**config.mk**
```make
export PLATFORM = sky130hd
export DESIGN_NAME = pipelined_subtractor
export DESIGN_NICKNAME = d
export VERILOG_FILES = /design/src/rtl/pipelined_subtractor.sv
export SDC_FILE = /design/constraint.sdc
export NUM_CORES = 1
export LEC_CHECK = 0
export BUFFER_PORTS_ARGS = -buffer_cell sky130_fd_sc_hd__buf_2
export CAP_MARGIN = 20
export CORE_MARGIN = 2
export CORE_UTILIZATION = 43
export DETAILED_ROUTE_END_ITERATION = 8
export GPL_TIMING_DRIVEN = 1
export PLACE_DENSITY = 0.63
export SLEW_MARGIN = 10
export SYNTH_ARGS = -nofsm -noshare
export SYNTH_HDL_FRONTEND = slang
export SYNTH_SLANG_ARGS = --single-unit
```
**constraint.sdc**
```tcl
create_clock -name clk -period 10.6 [get_ports clk]
set_clock_uncertainty 0.15 [all_clocks]
set_input_delay 2.12 -clock clk [delete_from_list [all_inputs] [get_ports clk]]
set_output_delay 2.12 -clock clk [all_outputs]
set_load 0.01 [all_outputs]
```
**src/rtl/pipelined_subtractor.sv**
```systemverilog
// Pipelined subtractor: diff = a - b - bin, resolved SLICE bits per stage with
// the borrow rippling through registers. Last stage carries the result and
// status flags. A single advance signal moves or holds the whole pipe.
module pipelined_subtractor #(
   parameter int unsigned WIDTH  = 64,
   parameter int unsigned STAGES = 4
) (
   input  logic             clk,
   input  logic             rst,
   input  logic             in_valid,
   output logic             in_ready,
   input  logic [WIDTH-1:0] a,
   input  logic [WIDTH-1:0] b,
   input  logic             bin,
   output logic             out_valid,
   input  logic             out_ready,
   output logic [WIDTH-1:0] diff,
   output logic             borrow,
   output logic             overflow,
   output logic             zero,
   output logic             neg
);

   localparam int unsigned SLICE = WIDTH / STAGES;
   localparam int unsigned SW    = SLICE + 1;
   localparam int unsigned LAST  = STAGES - 1;

   // Operands are stored pre-shifted so the slice a stage resolves sits in the
   // low bits. The diff accumulator shifts in each new slice from the top, so
   // after STAGES slices it holds the full result in place.
   logic             v_q  [STAGES];
   logic [WIDTH-1:0] a_q  [STAGES];
   logic [WIDTH-1:0] b_q  [STAGES];
   logic [WIDTH-1:0] d_q  [STAGES];
   logic             br_q [STAGES];
   logic             z_q  [STAGES];
   logic             am_q [STAGES];
   logic             bm_q [STAGES];
   logic             ovf_q;

   logic             v_n  [STAGES];
   logic [WIDTH-1:0] a_n  [STAGES];
   logic [WIDTH-1:0] b_n  [STAGES];
   logic [WIDTH-1:0] d_n  [STAGES];
   logic             br_n [STAGES];
   logic             z_n  [STAGES];
   logic             am_n [STAGES];
   logic             bm_n [STAGES];
   logic             ovf_n;

   logic             adv;
   logic [SW-1:0]    slice_s;

   // One slice of subtraction; the extra top bit is the slice borrow-out.
   function automatic logic [SW-1:0] slice_sub(input logic [SLICE-1:0] x,
                                               input logic [SLICE-1:0] y,
                                               input logic             bi);
      return {1'b0, x} - {1'b0, y} - SW'(bi);
   endfunction

   // Whole pipe advances unless a held result is blocking the output.
   assign adv      = !out_valid || out_ready;
   assign in_ready = adv;

   // Last stage registers drive the outputs directly.
   assign out_valid = v_q[LAST];
   assign diff      = d_q[LAST];
   assign borrow    = br_q[LAST];
   assign zero      = z_q[LAST];
   assign neg       = d_q[LAST][WIDTH-1];
   assign overflow  = ovf_q;

   // Next-state of every stage: resolve one slice and pass the rest forward.
   always_comb begin
      slice_s = '0;
      ovf_n   = 1'b0;
      for (int unsigned k = 0; k < STAGES; k++) begin
         v_n[k]  = 1'b0;
         a_n[k]  = '0;
         b_n[k]  = '0;
         d_n[k]  = '0;
         br_n[k] = 1'b0;
         z_n[k]  = 1'b0;
         am_n[k] = 1'b0;
         bm_n[k] = 1'b0;
      end

      slice_s  = slice_sub(a[SLICE-1:0], b[SLICE-1:0], bin);
      v_n[0]   = in_valid;
      a_n[0]   = a >> SLICE;
      b_n[0]   = b >> SLICE;
      d_n[0]   = WIDTH'(slice_s[SLICE-1:0]) << (WIDTH - SLICE);
      br_n[0]  = slice_s[SLICE];
      z_n[0]   = (slice_s[SLICE-1:0] == '0);
      am_n[0]  = a[WIDTH-1];
      bm_n[0]  = b[WIDTH-1];

      for (int unsigned k = 1; k < STAGES; k++) begin
         slice_s = slice_sub(a_q[k-1][SLICE-1:0], b_q[k-1][SLICE-1:0], br_q[k-1]);
         v_n[k]  = v_q[k-1];
         a_n[k]  = a_q[k-1] >> SLICE;
         b_n[k]  = b_q[k-1] >> SLICE;
         d_n[k]  = (d_q[k-1] >> SLICE) | (WIDTH'(slice_s[SLICE-1:0]) << (WIDTH - SLICE));
         br_n[k] = slice_s[SLICE];
         z_n[k]  = z_q[k-1] && (slice_s[SLICE-1:0] == '0);
         am_n[k] = am_q[k-1];
         bm_n[k] = bm_q[k-1];
      end

      // Signed overflow: operand signs differ and the result sign left a's sign.
      ovf_n = (am_n[LAST] != bm_n[LAST]) && (d_n[LAST][WIDTH-1] != am_n[LAST]);
   end

   // Stage registers: clear on reset, shift together on advance, else hold.
   always_ff @(posedge clk) begin
      if (rst) begin
         for (int unsigned k = 0; k < STAGES; k++) begin
            v_q[k]  <= 1'b0;
            a_q[k]  <= '0;
            b_q[k]  <= '0;
            d_q[k]  <= '0;
            br_q[k] <= 1'b0;
            z_q[k]  <= 1'b0;
            am_q[k] <= 1'b0;
            bm_q[k] <= 1'b0;
         end
         ovf_q <= 1'b0;
      end else if (adv) begin
         for (int unsigned k = 0; k < STAGES; k++) begin
            v_q[k]  <= v_n[k];
            a_q[k]  <= a_n[k];
            b_q[k]  <= b_n[k];
            d_q[k]  <= d_n[k];
            br_q[k] <= br_n[k];
            z_q[k]  <= z_n[k];
            am_q[k] <= am_n[k];
            bm_q[k] <= bm_n[k];
         end
         ovf_q <= ovf_n;
      end
   end

endmodule
```
## Yosys cells after proc, flatten, opt, wreduce, memory -nomap -nowiden

Memory sizes are Yosys's and may differ from the RTL's.
Index checks and enable logic that the tools add are counted.

- Memories kept: 8
- Bits of input ports: 133
- Bits in read-only memories: 0
- Memory bits (writable): 660
- Latch bits: 0
- Flip-flop bits (word level): 1
- Word-level logic and storage cells: 101

- $add $sub $neg: 8
- Magnitude comparators: 0
- Multiplexer cells: 37
- $mul: 0
- Div/mod/pow operators: 0
- Bitwise logic cells: 35
- Reductions and logical operators: 10
- Shift operators: 0
- Equality and inequality tests: 2

Memories:

| memory | words | bits a word | rd ports | clocked after memory_dff | write ports | RTL line | text |
|---|---|---|---|---|---|---|---|
| d_q | 4 | 64 | 4 | 0 | 4 | 34 | `logic [WIDTH-1:0] d_q [STAGES];` |
| a_q | 4 | 48 | 3 | 0 | 4 | 32 | `logic [WIDTH-1:0] a_q [STAGES];` |
| b_q | 4 | 48 | 3 | 0 | 4 | 33 | `logic [WIDTH-1:0] b_q [STAGES];` |
| am_q | 4 | 1 | 3 | 0 | 4 | 37 | `logic am_q [STAGES];` |
| bm_q | 4 | 1 | 3 | 0 | 4 | 38 | `logic bm_q [STAGES];` |
| br_q | 4 | 1 | 4 | 0 | 4 | 35 | `logic br_q [STAGES];` |
| +2 memories | - | - | - | - | - | - |  |

Operators by type and width:

| cell | number |
|---|---|
| $mux 48 | 8 |
| $mux 64 | 4 |
| $or 48x64->64 | 3 |
| $sub 16x16->17 | 4 |
| $sub 17x1->17 | 4 |
| $logic_not 16->1 | 4 |
| $or 1x1->1 | 32 |
| $mux 1 | 25 |
| $logic_and 1x1->1 | 4 |
| $ne 1x1->1 | 2 |
| $logic_not 1->1 | 1 |
| $logic_or 1x1->1 | 1 |

## Depth between registers and ports, before layout

Gate-level depths: netlist of run 1.
An unclocked memory read counts as a cell.

- Word-level depth: 7
- Mapped depth: 13

## Least setup slack after synthesis of run 1

No wires, ideal clock.

- Kind: input-to-reg
- From: input out_ready
- To: register ovf_q, in the netlist overflow
- Cell stages on the path: 3
- Path slack: 2946 ps
- Arrival: 7135 ps
- Buffers on the path: 0
- Path through: nand2b_1 or2_2 o32ai_1

- Cells in the longest elaborated chain, start to end: 1

RTL lines:

| item | RTL line | text |
|---|---|---|
| from (decl) | 16 | `input logic out_ready,` |
| $logic_or 1x1->1 | 62 | `assign adv = !out_valid \|\| out_ready;` |
| to (signal assigned) | 139 | `ovf_q <= ovf_n;` |
| to (decl) | 39 | `logic ovf_q;` |

No other way between the ends.
A chain may end at the register's enable or synchronous reset.

## Worst setup path in the final report of run 1

- From: input out_ready
- To: output in_ready

- Cells in the longest elaborated chain, start to end: 1

RTL lines:

| item | RTL line | text |
|---|---|---|
| $logic_or 1x1->1 | 62 |  |
| to (decl) | 11 | `output logic in_ready,` |

No other way between the ends.

==> impl_metrics.ini, run 1 <==
[routing]
drt_iter0_markers = 657
route.vias.total = 10600
wl_per_cell_um = 14.5
finalWirelength_um = 32000
viasPerCell = 4.80
drc = 0
postRouteAntennaNets = 0
drt-pass1-iter-count = 5

[synthesis]
synth_flop_cell = edfxtp_1
synth_edf_count = 364
synthTopCellsByCount = 364 x edfxtp_1, 313 x and2_1, 191 x inv_1, 120 x ha_1, 74 x nor2_1
synth_area_per_cell_sq_um = 12.5
synth_compound_area_frac = 0.0551
yosysMostFrequentCell = edfxtp_1
synthArstFlopShare = 0
syn_nets = 1701
muxShareOfSynthArea = 0.00167
synth-xor-area-share = 0.0272
synth_area_leaders = edfxtp_1 61%, and2_1 11%, ha_1 8.4%, inv_1 4.0%, xnor2_1 1.8%
yosysSeqAreaShare = 0.609
syn_area_sq_mm = 0.0180
synth_top_family_by_area = simple AND/OR/NAND/NOR gates
synthSimpleGateAreaFrac = 0.163
yosysTopAreaCellShare = 0.608
ys_warn_count = 0
synth_top_area_cell = edfxtp_1
synth-adder-area-share = 0.0925
ys_seq_elements = 365
ys_types = 68
syn_inst = 1440

[pwr]
vdd_drop_max_mv = 0.0985
p_seq_frac = 0.473
intPower_uw = 2810
switching_share = 0.258
combPwrFrac = 0.177
p_clk_frac = 0.350
fin_total_pwr_uw = 3780
power.net_switching_uw = 977
powerDensity_mw_per_mm2 = 182
p_leak_uw = 0.00938

[critical_path]
critPathMostFrequentCell = buf_2
cp-startpoint = out_ready
rrSetupSlack_ps = 6890
worst_setup_path_start_kind = input port
endpoint = in_ready
cp.required_ps = 8330
critical_path_class = in -> out
ff2ff_path_depth = 11
cp_max_fo = 4
end_kind = output pin
regToRegStartpoint = br_q[0][2]
crit_chain = buf_2, nand2b_1, buf_2
worst_path_max_delay_cell = nand2b_1
r2r_end = z_q[0][3]
slowest_delay_ps = 200
arrival_ps = 2590

[floorplanning]
core_area_sq_mm = 0.0410
die_y_um = 208
die_area_sq_mm = 0.0434
start_util = 0.438
num_rows = 74
die_w_um = 208
num_io_pins = 203

[timing]
fin_crit_ps = 4860
slew_headroom = 0.315
max_freq_mhz = 206
rsz0062_at_grt = no
setup_violations = 0
period_share = 0.458
worst_pin_slew_ps = 1030
drv_slew = 0
finalSetupTns_ps = 0
hold_viol = 0
setup_slack_ps = 5740
holdWs_ps = 306

[cts]
cts_resized = 0
post_cts.repair.setup_buffers = 0
root_buffer = clkbuf_16
cts.path.max_buffers = 3
clkLatencyLatePin_ps = 550
cts_sinks = 365
hold_buffers = 0
clk_pin_slew_ps = 60
htreeDepth = 2
cts_made_buffers = 41
tritoncts = built

[placed_design]
gp_congestion = 0.882
portBuffers = 202
hpwl_um = 21400
placed_cell_area_sq_mm = 0.0195
place_ws_ps = 5490

[cells_and_area]
syn2layout_area_growth_pct = 15.7
nFillCells = 3628
layout-drive-gt1-share = 0.170
nNetsFinal = 1904
finalInstanceArea_sq_mm = 0.0208

[global_route]
grt_max_degree = 202
overflow = 0
grt_pass1_vias = 10100
grt_pass1_wl_um = 51300
antenna_found_initial = 2
gr-usage-all-layers = 0.147

[hold_path]
hold_class = reg -> reg

[run_status]
outcome = finished clean

[run]
max-cap-violations = 0
sequential cells by signal (all words and copies together) (netlist names):
signal,flops
a_q,94
am_q,2
b_q,94
bm_q,2
br_q,4
d_q,160
overflow,1
v_q,4
z_q,4
metrics by stage:
stage          std cells   util
2_1_floorplan       1440      -
3_3_place_gp        2132  0.476
3_5_place_dp        2132  0.476
4_1_cts             2204  0.507
5_1_grt             2206  0.507
6_report            2206  0.507
worst min-delay path by stage:
stage	cells past startpoint	to	from	slack, ps
floorplan	2	overflow	overflow	330
global placement	2	overflow	overflow	310
detailed placement	2	overflow	overflow	300
CTS	2	overflow	overflow	310
global route	2	overflow	overflow	350
finish	2	overflow	overflow	310
layout make-up:
cell class,count,area [sq um],share of cell area
sequential,365,11000,0.527
inverter,191,717,0.0345
timing repair buffer,208,1080,0.0520
antenna,2,5.00,0.000241
clock buffer,46,1040,0.0503
multi-input combinational,836,6120,0.294
tap,532,666,0.0320
clock inverter,26,203,0.00975
logic make-up after synthesis:
family / after synthesis
mux: 3
simple gates: 508
xor+xnor: 55
flops: 365
fa+ha+maj: 128
buf+inv: 239
compound gates: 142
worst max-delay path, delay by kind of cell:
family	cells	cell delay [ps]
buffers and inverters	2	270
AND/OR/NAND/NOR	1	200
metal layers:
| metal | up-vias | global-route usage | wire (um) |
|---|---|---|---|
| met2 | 249 | 0.224 | 14400 |
| met5 | - | 0 | 0 |
| met4 | 0 | 0.0571 | 936 |
| li1 | 5338 | - | - |
| met1 | 4941 | 0.206 | 15100 |
| met3 | 59 | 0.0338 | 1550 |
layout by cell type, fill, tap and decap left out, types with 9 or more instances in the layout:
master / n
clkinv_1: 9
nand3_1: 10
nand2b_1: 11
ha_1: 120
xnor2_1: 37
a31oi_1: 10
and3_1: 9
o21ai_1: 10
inv_1: 191
a21o_1: 20
nand2_1: 30
and2_1: 313
nor2_1: 74
nor3_1: 16
buf_2: 202
o21ai_0: 14
clkbuf_16: 41
nand4_1: 10
a21oi_1: 39
xor2_1: 17
edfxtp_1: 364
power by group through the flow:
stage	clock network [uW]	logic [uW]	registers, uW
4_1_cts	1370	673	1790
6_report	1320	668	1790
3_5_place_dp	0	668	1820
3_3_place_gp	0	656	1820
5_1_grt	1430	752	1810
2_1_floorplan	0	470	1830
No activity file was read; power rests on OpenSTA's default activity.
==> inputs of run 2 (changes only) <==
PLACE_DENSITY = 0.65   (was 0.63)
clock period = 4.45 ns   (was 10.6 ns; I/O delays follow)
==> impl_metrics.ini, run 2 (synthesis gave the netlist of run 1 again) <==
[global_route]
overflow = 0
gr-usage-all-layers = 0.147
grt_max_degree = 194
grt_pass1_wl_um = 51500
grt_pass1_vias = 10200
antenna_found_initial = 5

[critical_path]
slowest_delay_ps = 480
end_kind = flop
cp-startpoint = br_q[0][2]
r2r_end = z_q[0][3]
cp_max_fo = 2
rrSetupSlack_ps = 840
ff2ff_path_depth = 11
worst_path_max_delay_cell = fa_1
path_buf_inv = 1
critPathMostFrequentCell = fa_1
worst_setup_path_start_kind = flop
regToRegStartpoint = br_q[0][2]
critical_path_class = reg -> reg
cp.required_ps = 4680
arrival_ps = 3840
crit_chain = inv_1, fa_1, fa_1, nand2b_4, a2111oi_4, nor2_1, a31oi_1, xnor2_1, nor4_1, nand4_1, nor3_1
crit_family = simple AND/OR/NAND/NOR gates

[cells_and_area]
seq_area_sq_mm = 0.0110
nFillCells = 3561
top_regs = d_q: 160 flops, a_q: 94 flops, b_q: 94 flops
largest_reg_flops = 160
layout-drive-gt1-share = 0.171
final_common_cell = edfxtp_1
syn2layout_area_growth_pct = 16.3
multi_input_area_sq_mm = 0.00612
nNetsFinal = 1906
fin_util = 0.509
final_cell_mix = 364 x edfxtp_1, 313 x and2_1, 202 x buf_2
final_cells = 2212
regMostFlops = d_q

[cts]
cts.path.max_buffers = 3
clk_pin_slew_ps = 60
clkLatencyLatePin_ps = 550
cts_sinks = 365
post_cts.repair.setup_buffers = 0
cts_resized = 0
htreeDepth = 2
tritoncts = built
root_buffer = clkbuf_16
cts_made_buffers = 41
hold_buffers = 0

[floorplanning]
die_w_um = 208
num_io_pins = 203
num_rows = 74
core_area_sq_mm = 0.0410
die_y_um = 208
die_area_sq_mm = 0.0434
start_util = 0.438

[timing]
setup_violations = 0
hold_viol = 0
finalSetupTns_ps = 0
rsz0062_at_grt = no
max_freq_mhz = 277
drv_slew = 0
slew_headroom = 0.259
period_share = 0.811
fin_crit_ps = 3610
worst_pin_slew_ps = 1110

[pwr]
power.net_switching_uw = 2320
powerDensity_mw_per_mm2 = 438
combPwrFrac = 0.175
p_seq_frac = 0.465
switching_share = 0.253
intPower_uw = 6840
p_clk_frac = 0.360
p_leak_uw = 0.00944
vdd_drop_max_mv = 0.251

[routing]
drc = 0
drt-pass1-iter-count = 5
viasPerCell = 4.77
postRouteAntennaNets = 0
route.vias.total = 10600
wl_per_cell_um = 14.3
drt_iter0_markers = 619
finalWirelength_um = 31500

[hold_path]
hold_path_end = overflow
hp-start = overflow
whs_path_depth = 2
hold_class = reg -> reg

[placed_design]
portBuffers = 202
gp_congestion = 0.879
hpwl_um = 21700
dp_cells = 2134

[run]
max-cap-violations = 0

[run_status]
outcome = finished clean
==> run 2: tightest hold or removal path: stages, from the launching register on <==
cell and delay, ps:
dfxtp_1 310, inv_1 50, o32ai_1 70
==> run 2: power by group through the flow <==
stage | Combinational, uW | Clock, uW | Sequential, uW
4_1_cts | 1610 | 3410 | 4260
6_report | 1600 | 3300 | 4260
2_1_floorplan | 1120 | 0 | 4350
3_5_place_dp | 1600 | 0 | 4330
3_3_place_gp | 1570 | 0 | 4330
5_1_grt | 1800 | 3540 | 4290
==> run 2: cell type report <==
type | instances | area share
Timing Repair Buffer | 210 | 0.0525
Antenna cell | 5 | 0.000599
Inverter | 191 | 0.0343
Multi-Input combinational cell | 836 | 0.293
Tap cell | 532 | 0.0319
Clock inverter | 26 | 0.0126
Clock buffer | 47 | 0.0512
Sequential cell | 365 | 0.524
==> run 2: how the worst max path moves through the flow <==
stage          slack, ps  cells past startpoint   endpoint
2_1_floorplan        100                      2  a_q[0][0]
3_3_place_gp         660                     11  z_q[0][0]
3_5_place_dp         540                     11  z_q[0][0]
4_1_cts              870                     11  z_q[0][3]
5_1_grt              700                     11  z_q[0][3]
6_report             840                     11  z_q[0][3]
==> run 2: per-layer routing <==
layer,part of all wire,global-route usage
met2,0.46,0.236
met3,0.047,0.0273
met4,0.034,0.0650
met1,0.46,0.194
met5,0,0
==> run 2: metrics by stage <==
step / area (sq um) / hold slack, ps / power, uW / setup WS [ps]
after detailed placement: 19600 / 327 / 5930 / 543
after global placement: 19600 / 320 / 5890 / 663
after global routing: 20900 / 351 / 9640 / 698
final: 20900 / 335 / 9160 / 842
after CTS: 20900 / 338 / 9280 / 873
after floorplan: 18000 / 336 / 5470 / 95.5
